File: config.mk
export PLATFORM = sky130hd
export DESIGN_NAME = bit_serializer
export DESIGN_NICKNAME = d
export VERILOG_FILES = /design/src/rtl/bit_serializer_pkg.sv /design/src/rtl/ser_hold_reg.sv /design/src/rtl/bit_serializer.sv
export SDC_FILE = /design/constraint.sdc
export NUM_CORES = 1
export LEC_CHECK = 0
export ABC_AREA = 1
export CAP_MARGIN = 0
export CELL_PAD_IN_SITES_DETAIL_PLACEMENT = 1
export CELL_PAD_IN_SITES_GLOBAL_PLACEMENT = 1
export CORE_MARGIN = 3
export CORE_UTILIZATION = 40
export DETAILED_ROUTE_END_ITERATION = 10
export PLACE_DENSITY_LB_ADDON = 0.1
export SLEW_MARGIN = 30
export SYNTH_ARGS = -nofsm -noshare
export SYNTH_HDL_FRONTEND = slang
export SYNTH_HIERARCHICAL = 1
export SYNTH_SLANG_ARGS = --single-unit
File: constraint.sdc
create_clock -name clk -period 2.9 [get_ports clk]
set_input_delay 0.725 -clock clk [delete_from_list [all_inputs] [get_ports clk]]
set_output_delay 0.725 -clock clk [all_outputs]
set_load 0.01 [all_outputs]
File: src/rtl/bit_serializer_pkg.sv
// Shared types and constants for the bit serializer.
// Emission order is selected by BIT_SERIALIZER_LSB_FIRST_EN (MSB-first when undefined).
package bit_serializer_pkg;

    typedef enum logic {
        IDLE  = 1'b0,
        SHIFT = 1'b1
    } state_t;

    localparam int WS_W = 16;

endpackage

File: src/rtl/ser_hold_reg.sv
// Single-entry pending register for the serializer, holding a word and its normalized length.
// Never written and read in the same cycle: the writer only writes while full is low.
module ser_hold_reg #(
    parameter int W  = 8,
    parameter int LW = $clog2(W) + 1
) (
    input  logic          clk,
    input  logic          rst_n,
    input  logic          wr_en,
    input  logic [W-1:0]  wr_data,
    input  logic [LW-1:0] wr_len,
    input  logic          rd_en,
    output logic          full,
    output logic [W-1:0]  data,
    output logic [LW-1:0] len
);

    always_ff @(posedge clk or negedge rst_n) begin
        if (!rst_n) begin
            full <= 1'b0;
            data <= '0;
            len  <= '0;
        end else begin
            if (rd_en) begin
                full <= 1'b0;
            end
            if (wr_en) begin
                full <= 1'b1;
                data <= wr_data;
                len  <= wr_len;
            end
        end
    end

endmodule

File: src/rtl/bit_serializer.sv
// Word-to-bit serializer feeding a downstream DFA, with one word of look-ahead buffering.
// BIT_SERIALIZER_LSB_FIRST_EN selects LSB-first emission; the default is MSB-first.
//
// state | meaning
// IDLE  | no active word, bit_valid low
// SHIFT | emitting bits of the active word, bit_valid high
module bit_serializer
    import bit_serializer_pkg::*;
#(
    parameter int W  = 8,
    parameter int LW = $clog2(W) + 1
) (
    input  logic            clk,
    input  logic            rst_n,
    input  logic            load_valid,
    input  logic [W-1:0]    load_data,
    input  logic [LW-1:0]   load_len,
    output logic            load_ready,
    input  logic            hold,
    output logic            bit_out,
    output logic            bit_valid,
    output logic            first,
    output logic            last,
    output logic [WS_W-1:0] words_sent
);

    state_t          state_q, state_d;
    logic [W-1:0]    sreg_q;
    logic [LW-1:0]   len_q;
    logic [LW-1:0]   idx_q;
    logic [WS_W-1:0] ws_q;

    logic            pend_full;
    logic [W-1:0]    pend_data;
    logic [LW-1:0]   pend_len;

    logic [LW-1:0]   in_len;
    logic            accept;
    logic            is_last;
    logic            advance;
    logic            retire;
    logic            ld_from_in;
    logic            ld_from_pend;
    logic            pend_wr;

    // Place the word so the first bit to emit sits at the shifter's output end.
    function automatic logic [W-1:0] align(input logic [W-1:0] d, input logic [LW-1:0] n);
`ifdef BIT_SERIALIZER_LSB_FIRST_EN
        align = d;
`else
        align = d << (W - int'(n));
`endif
    endfunction

    assign in_len     = (load_len == '0 || load_len > LW'(W)) ? LW'(W) : load_len;
    assign load_ready = ~pend_full;
    assign accept     = load_valid & load_ready;
    assign is_last    = (state_q == SHIFT) && (idx_q == len_q - LW'(1));
    assign advance    = (state_q == SHIFT) && !hold;
    assign retire     = advance && is_last;

    always_ff @(posedge clk or negedge rst_n) begin
        if (!rst_n) begin
            state_q <= IDLE;
        end else begin
            state_q <= state_d;
        end
    end

    always_comb begin
        state_d      = state_q;
        ld_from_in   = 1'b0;
        ld_from_pend = 1'b0;
        pend_wr      = 1'b0;
        case (state_q)
            IDLE: begin
                if (accept) begin
                    ld_from_in = 1'b1;
                    state_d    = SHIFT;
                end
            end
            SHIFT: begin
                if (retire) begin
                    if (pend_full) begin
                        ld_from_pend = 1'b1;
                    end else if (accept) begin
                        ld_from_in = 1'b1;
                    end else begin
                        state_d = IDLE;
                    end
                end else if (accept) begin
                    pend_wr = 1'b1;
                end
            end
            default: state_d = IDLE;
        endcase
    end

    always_ff @(posedge clk or negedge rst_n) begin
        if (!rst_n) begin
            sreg_q <= '0;
            len_q  <= '0;
            idx_q  <= '0;
            ws_q   <= '0;
        end else begin
            if (ld_from_pend) begin
                sreg_q <= align(pend_data, pend_len);
                len_q  <= pend_len;
                idx_q  <= '0;
            end else if (ld_from_in) begin
                sreg_q <= align(load_data, in_len);
                len_q  <= in_len;
                idx_q  <= '0;
            end else if (advance) begin
`ifdef BIT_SERIALIZER_LSB_FIRST_EN
                sreg_q <= sreg_q >> 1;
`else
                sreg_q <= sreg_q << 1;
`endif
                idx_q  <= idx_q + LW'(1);
            end
            if (retire) begin
                ws_q <= ws_q + WS_W'(1);
            end
        end
    end

    ser_hold_reg #(
        .W  (W),
        .LW (LW)
    ) u_hold (
        .clk     (clk),
        .rst_n   (rst_n),
        .wr_en   (pend_wr),
        .wr_data (load_data),
        .wr_len  (in_len),
        .rd_en   (ld_from_pend),
        .full    (pend_full),
        .data    (pend_data),
        .len     (pend_len)
    );

    assign bit_valid  = (state_q == SHIFT);
`ifdef BIT_SERIALIZER_LSB_FIRST_EN
    assign bit_out    = bit_valid & sreg_q[0];
`else
    assign bit_out    = bit_valid & sreg_q[W-1];
`endif
    assign first      = bit_valid && (idx_q == '0);
    assign last       = is_last;
    assign words_sent = ws_q;

endmodule

---- Word-level counts from Yosys, hierarchy flattened ----
Index checks and enable logic that the tools add are counted.
word-level totals
  word-level logic and storage cells ...... 55
  output and inout bits ................... 21
  bits of input ports ..................... 16
  memories ................................ 0
  ROM bits ................................ 0
  RAM bits ................................ 0
  bits in latches ......................... 0
  register bits after elaboration ......... 46
operators by class
  equality and inequality tests ........... 1
  magnitude comparators ................... 1
  muxes and demuxes ....................... 23
  bitwise gates (word level) .............. 4
  add/subtract/negate cells ............... 5
  multipliers ............................. 0
  shift operators ......................... 2
  divide/modulo/power cells ............... 0
  reductions and logical operators ........ 11
operator list
  kind                                                                 count
  8-bit by 32-bit << shifter with 8-bit output                         2
  4-bit 2-to-1 mux                                                     6
  8-bit 2-to-1 mux                                                     3
  16-bit by 1-bit adder with 16-bit output (second input constant)     1
  1-bit 2-to-1 mux                                                     12
  4-bit by 4-bit subtractor with 5-bit output (first input constant)   2
  4-bit logical NOT                                                    2
  4-bit by 1-bit adder with 4-bit output (second input constant)       1
  4-bit == test                                                        1
  4-bit greater-than comparator (second input constant)                1
  1-bit logical AND                                                    4
  1-bit case mux with 2 select lines                                   2
  2-bit nonzero test                                                   2
  4-bit by 1-bit subtractor with 4-bit output (second input constant)  1
  3-bit nonzero test                                                   1
  1-bit bitwise AND                                                    2
  1-bit inverter                                                       2
  1-bit logical NOT                                                    1
  1-bit logical OR                                                     1

---- Depth between registers and ports, before layout ----
Gate-level depths: netlist (run 1).
  word-level depth ........................ 8
  depth in mapped cells ................... 15

---- By module ----
The synthesis (run 1) kept the hierarchy.
modules (own cells, without submodules)
  module          area each (µm²)  cells an instance  times used
  bit_serializer  2529.9           373                1
  ser_hold_reg    494.2            55                 1

---- Worst setup path after synthesis (run 1) ----
No wires, ideal clock.
  kind .................................... in2reg
  start point ............................. input port load_len[0]
  end point ............................... register sreg_q[7]
  library setup time ...................... 0.115 ns
  arrival ................................. 2.244 ns
  stages .................................. 10
  path buffers ............................ 2
  path slack .............................. 0.541 ns
  data required time ...................... 2.785 ns
  cells stage by stage .................... buf_2 -> nand2_1 -> clkbuf_1 -> ha_1 -> xor2_1 -> inv_1 -> nand3_1 -> a21oi_1 -> nor2_1 -> nor2_1
on the way
  longest elaborated chain between the ends .. 7
  elaborated cells between the ends (all ways) .. 8
RTL lines
  item                                                                line                   source
  from (decl)                                                         bit_serializer.sv:17   input logic [LW-1:0] load_len,
  4-bit greater-than comparator or 4-bit logical NOT (tied branches)  bit_serializer.sv:55   assign in_len = (load_len == '0 || load_len > LW'(W)) ? LW'(W) : load_len;
  1-bit logical OR                                                    bit_serializer.sv:55
  4-bit 2-to-1 mux (*)                                                bit_serializer.sv:55
  4-bit by 4-bit subtractor with 5-bit output (*)                     bit_serializer.sv:51   align = d << (W - int'(n));
  8-bit by 32-bit << shifter with 8-bit output (*)                    bit_serializer.sv:51
  8-bit 2-to-1 mux (*)                                                bit_serializer.sv:110  end else if (ld_from_in) begin
  8-bit 2-to-1 mux (*)                                                bit_serializer.sv:106  if (ld_from_pend) begin
  to (signal assigned)                                                bit_serializer.sv:107  sreg_q <= align(pend_data, pend_len);
  to (signal assigned)                                                bit_serializer.sv:111  sreg_q <= align(load_data, in_len);
  to (signal assigned)                                                bit_serializer.sv:118  sreg_q <= sreg_q << 1;
  to (decl)                                                           bit_serializer.sv:28   logic [W-1:0] sreg_q;
Mark *: on every way between the ends. The rest lies on a longest branch, timed or not.
A chain may end at the register's enable or synchronous reset.

---- Worst setup path in the final report (run 1) ----
  start point ............................. register idx_q[0]
  end point ............................... output port first
on the way
  longest elaborated chain between the ends .. 2
RTL lines
  item                    line                   source
  from (decl)             bit_serializer.sv:30   logic [LW-1:0] idx_q;
  from (signal assigned)  bit_serializer.sv:120  idx_q <= idx_q + LW'(1);
  4-bit logical NOT       bit_serializer.sv:149  assign first = bit_valid && (idx_q == '0);
  1-bit logical AND       bit_serializer.sv:149
  to (decl)               bit_serializer.sv:22   output logic first,
No other way between the ends.

==> results_dict.tcl, run 1 <==
set metrics [dict create \
    finalHoldViolCount 0 \
    cts_tree "yes" \
    fin_setup_tns_ns 0 \
    yosys_warnings 6 \
    ys_ff_latch 46 \
    cts_buffers 5 \
    antenna_cells 0 \
    crit_buf_inv 2 \
    totalWireLength_um 8440 \
    end_kind "primary output" \
    synth_top_area_share_pct 38.06 \
    worstPathCellList "inv_1, ha_1, nand2_1, nor3_1, clkdlybuf4s50_1" \
    p_leak_uw 0.001915 \
    cts_hold_buf 0 \
    finalSetupViolations 0 \
    core_area_um2 7292 \
    syn_area_per_cell_um2 7.066 \
    grtUsageTotal_pct 20.21 \
    numPortBuffers 36 \
    dieArea_um2 8640 \
    ant_nets 0 \
    start_util_pct 41.47 \
    antenna_found_initial 0 \
    clock_sinks 46 \
    max_stage_delay_ns 0.57 \
    die_width_um 92.95 \
    hold_class "reg -> reg" \
    place_area_um2 3516 \
    final.setup_skew_ns 0.01276 \
    vias 2896 \
    nFillCells 989 \
    synth.largest_area_cell "dfrtp_1" \
    clock_latency_ns 0.30 \
    cp.arrival_ns 1.82 \
    rsz0062_at_grt "false" \
    drc 0 \
    drive_gt1_share_pct 8.193 \
    min_period_ns 2.547 \
    clock.fmax_mhz 392.7 \
    synth_cell_type_count 31 \
    syn_inst 428 \
    vias_per_cell 5.037 \
    drt_iter0_drc 104 \
    cap_violations 0 \
    syn-num-nets 450 \
    required_ns 2.17 \
    ios 37 \
    drv_slew 0 \
    slowest_stage "clkdlybuf4s50_1" \
    grt_max_degree 47 \
    layout.nets 497 \
    cts-root-buf "clkbuf_8" \
    crit_fanout 5 \
    grt_pass1_vias 2835 \
    syn2layout_area_growth_pct 20.60 \
    first_pass_iters 4 \
    ir_drop_v 0.0003601 \
    max_slew_margin_pct 58.34 \
    dp_hpwl_um 6595 \
    final_cell_area_um2 3647 \
    grt_overflow 0 \
    mappedNetlistArea_um2 3024 \
    num_rows 31 \
    path_clk_slew_ns 0.10 \
    htree_levels 2 \
    outcome "completed" \
    path_class "reg -> out" \
    die_y_um 92.95 \
    gp_congestion 0.8771 \
    netlist_top_cells_area "dfrtp_1 38%, nand2_1 18%, nand3_1 11%, inv_1 5.7%, nor2_1 4.0%" \
    tightest_slew_ns 0.6248 \
    min_period_over_period_pct 87.82 \
    clk_path_buf_depth 2 \
    grt_pass1_wl_um 14000 \
    powerDensity_nw_per_um2 820.0 \
    ys_seq_area_share_pct 38.06 \
    cp-start-kind "flop" \
    wire_per_inst_um 14.68 \
    crit_family "buffers and inverters" \
]
[flip-flops by register name (all words and copies together), names as in the netlist]
register     flops
words_sent      16
bit_valid        1
u_hold/data      8
sreg_q           8
u_hold/full      1
len_q            4
idx_q            4
u_hold/len       4
[worst paths after layout]
check,from,endpoint,slack [ns],cells past startpoint
max in group asynchronous,rst_n,words_sent[9],1.96,2
hold / removal,u_hold/data[7],u_hold/data[7],0.48,2
min in group asynchronous,rst_n,u_hold/len[2],0.52,2
setup reg to reg,u_hold/len[0],sreg_q[4],0.67,11
setup / recovery,idx_q[0],first,0.35,5
hold reg to reg,u_hold/data[7],u_hold/data[7],0.48,2
[cell usage in the layout (no fill, tap or decap), drive strengths merged, types with 3 or more instances in the layout]
cell,synthesis,final
nand3,67,67
or2,4,4
inv,50,50
buf,8,14
clkdlybuf4s50,0,34
nand2,149,149
a21oi,3,3
nand4,9,9
clkinv,4,4
xor2,12,12
dfrtp,46,46
o21ai,11,11
nor2,36,36
clkbuf,1,5
ha,6,6
xnor2,8,8
o211ai,7,7
[worst register-to-register path, stage by stage, from the launching register on]
cell and delay, ns:
dfrtp_1 0.56, clkinv_1 0.16, ha_1 0.44, clkinv_1 0.29, nand3_1 0.17, nand3_1 0.10
nand3_1 0.11, nor2_1 0.05, nor2_1 0.10, nand3_1 0.08, nand2_1 0.06, inv_1 0.03
[layer usage]
layer | share of wire [%] | up-vias | routed length, um | global-route usage [%]
li1 | - | 1457 | - | -
met4 | 0.75 | 0 | 63 | 4.029
met5 | 0 | - | 0 | 0
met1 | 49 | 1389 | 4107 | 28.19
met3 | 2.9 | 6 | 248 | 2.762
met2 | 48 | 44 | 4021 | 33.53
[report_power, final]
group | total (uW) | leakage, uW | internal (uW) | switching [uW]
sequential | 1010 | 0.000583 | 836 | 175
clock | 486 | 0.0000504 | 257 | 230
combinational | 1490 | 0.00128 | 585 | 908
total | 2990 | 0.00191 | 1680 | 1310
[Yosys cell counts, drive strengths merged]
master   instances
a21oi            3
a31oi            1
and2             1
buf              8
clkbuf           1
clkinv           4
dfrtp           46
ha               6
inv             50
nand2          149
nand3           67
nand4            9
nor2            36
nor3             1
nor4             1
o2111ai          2
o211ai           7
o21ai           11
o22ai            1
or2              4
xnor2            8
xor2            12
[logic make-up (layout without fill, tap and decap cells)]
| kind of cell | Yosys count | after routing | synth area share [%] |
|---|---|---|---|
| simple gates | 268 | 268 | 39.39 |
| buf+inv | 63 | 111 | 9.019 |
| flops | 46 | 46 | 38.06 |
| compound gates | 25 | 25 | 5.254 |
| xor+xnor | 20 | 20 | 5.792 |
| fa+ha+maj | 6 | 6 | 2.482 |
[timing repair]
| item | 4_1_cts | 5_1_grt |
|---|---|---|
| buffers inserted | 0 | 2 |
| resized for setup | 0 | 1 |
| endpoints found under the setup margin | 0 | 1 |
| endpoints found under the hold margin | 0 | 0 |
[final cells by class]
| type | count | area (um2) | area share (%) |
|---|---|---|---|
| multi-input cells | 319 | 1600 | 43.88 |
| inverters | 54 | 202.7 | 5.557 |
| flip-flops and latches | 46 | 1151 | 31.56 |
| repair buffers | 49 | 455.4 | 12.49 |
| well taps | 99 | 123.9 | 3.396 |
| clock buffers | 5 | 68.82 | 1.887 |
| clock inverters | 3 | 45.04 | 1.235 |
[per-stage QoR]
stage,setup slack (ns),power (uW),utilization [%],hold slack (ns),std cells
2_1_floorplan,0.5406,2022,-,0.4294,428
3_3_place_gp,0.2605,2444,48.22,0.4565,565
3_5_place_dp,0.1922,2505,48.22,0.4623,565
4_1_cts,0.03163,3008,49.78,0.4840,573
5_1_grt,0.2463,3292,50.02,0.5067,575
6_report,0.3533,2991,50.02,0.4777,575
Note: power is estimated with default switching activity, not from simulation.
==> inputs of run 2 (changes only) <==
Settings changed: CTS_CLUSTER_SIZE set to 28.
==> results of run 2 <==
The final DEF is identical to that of run 1; final timing and power are the same.
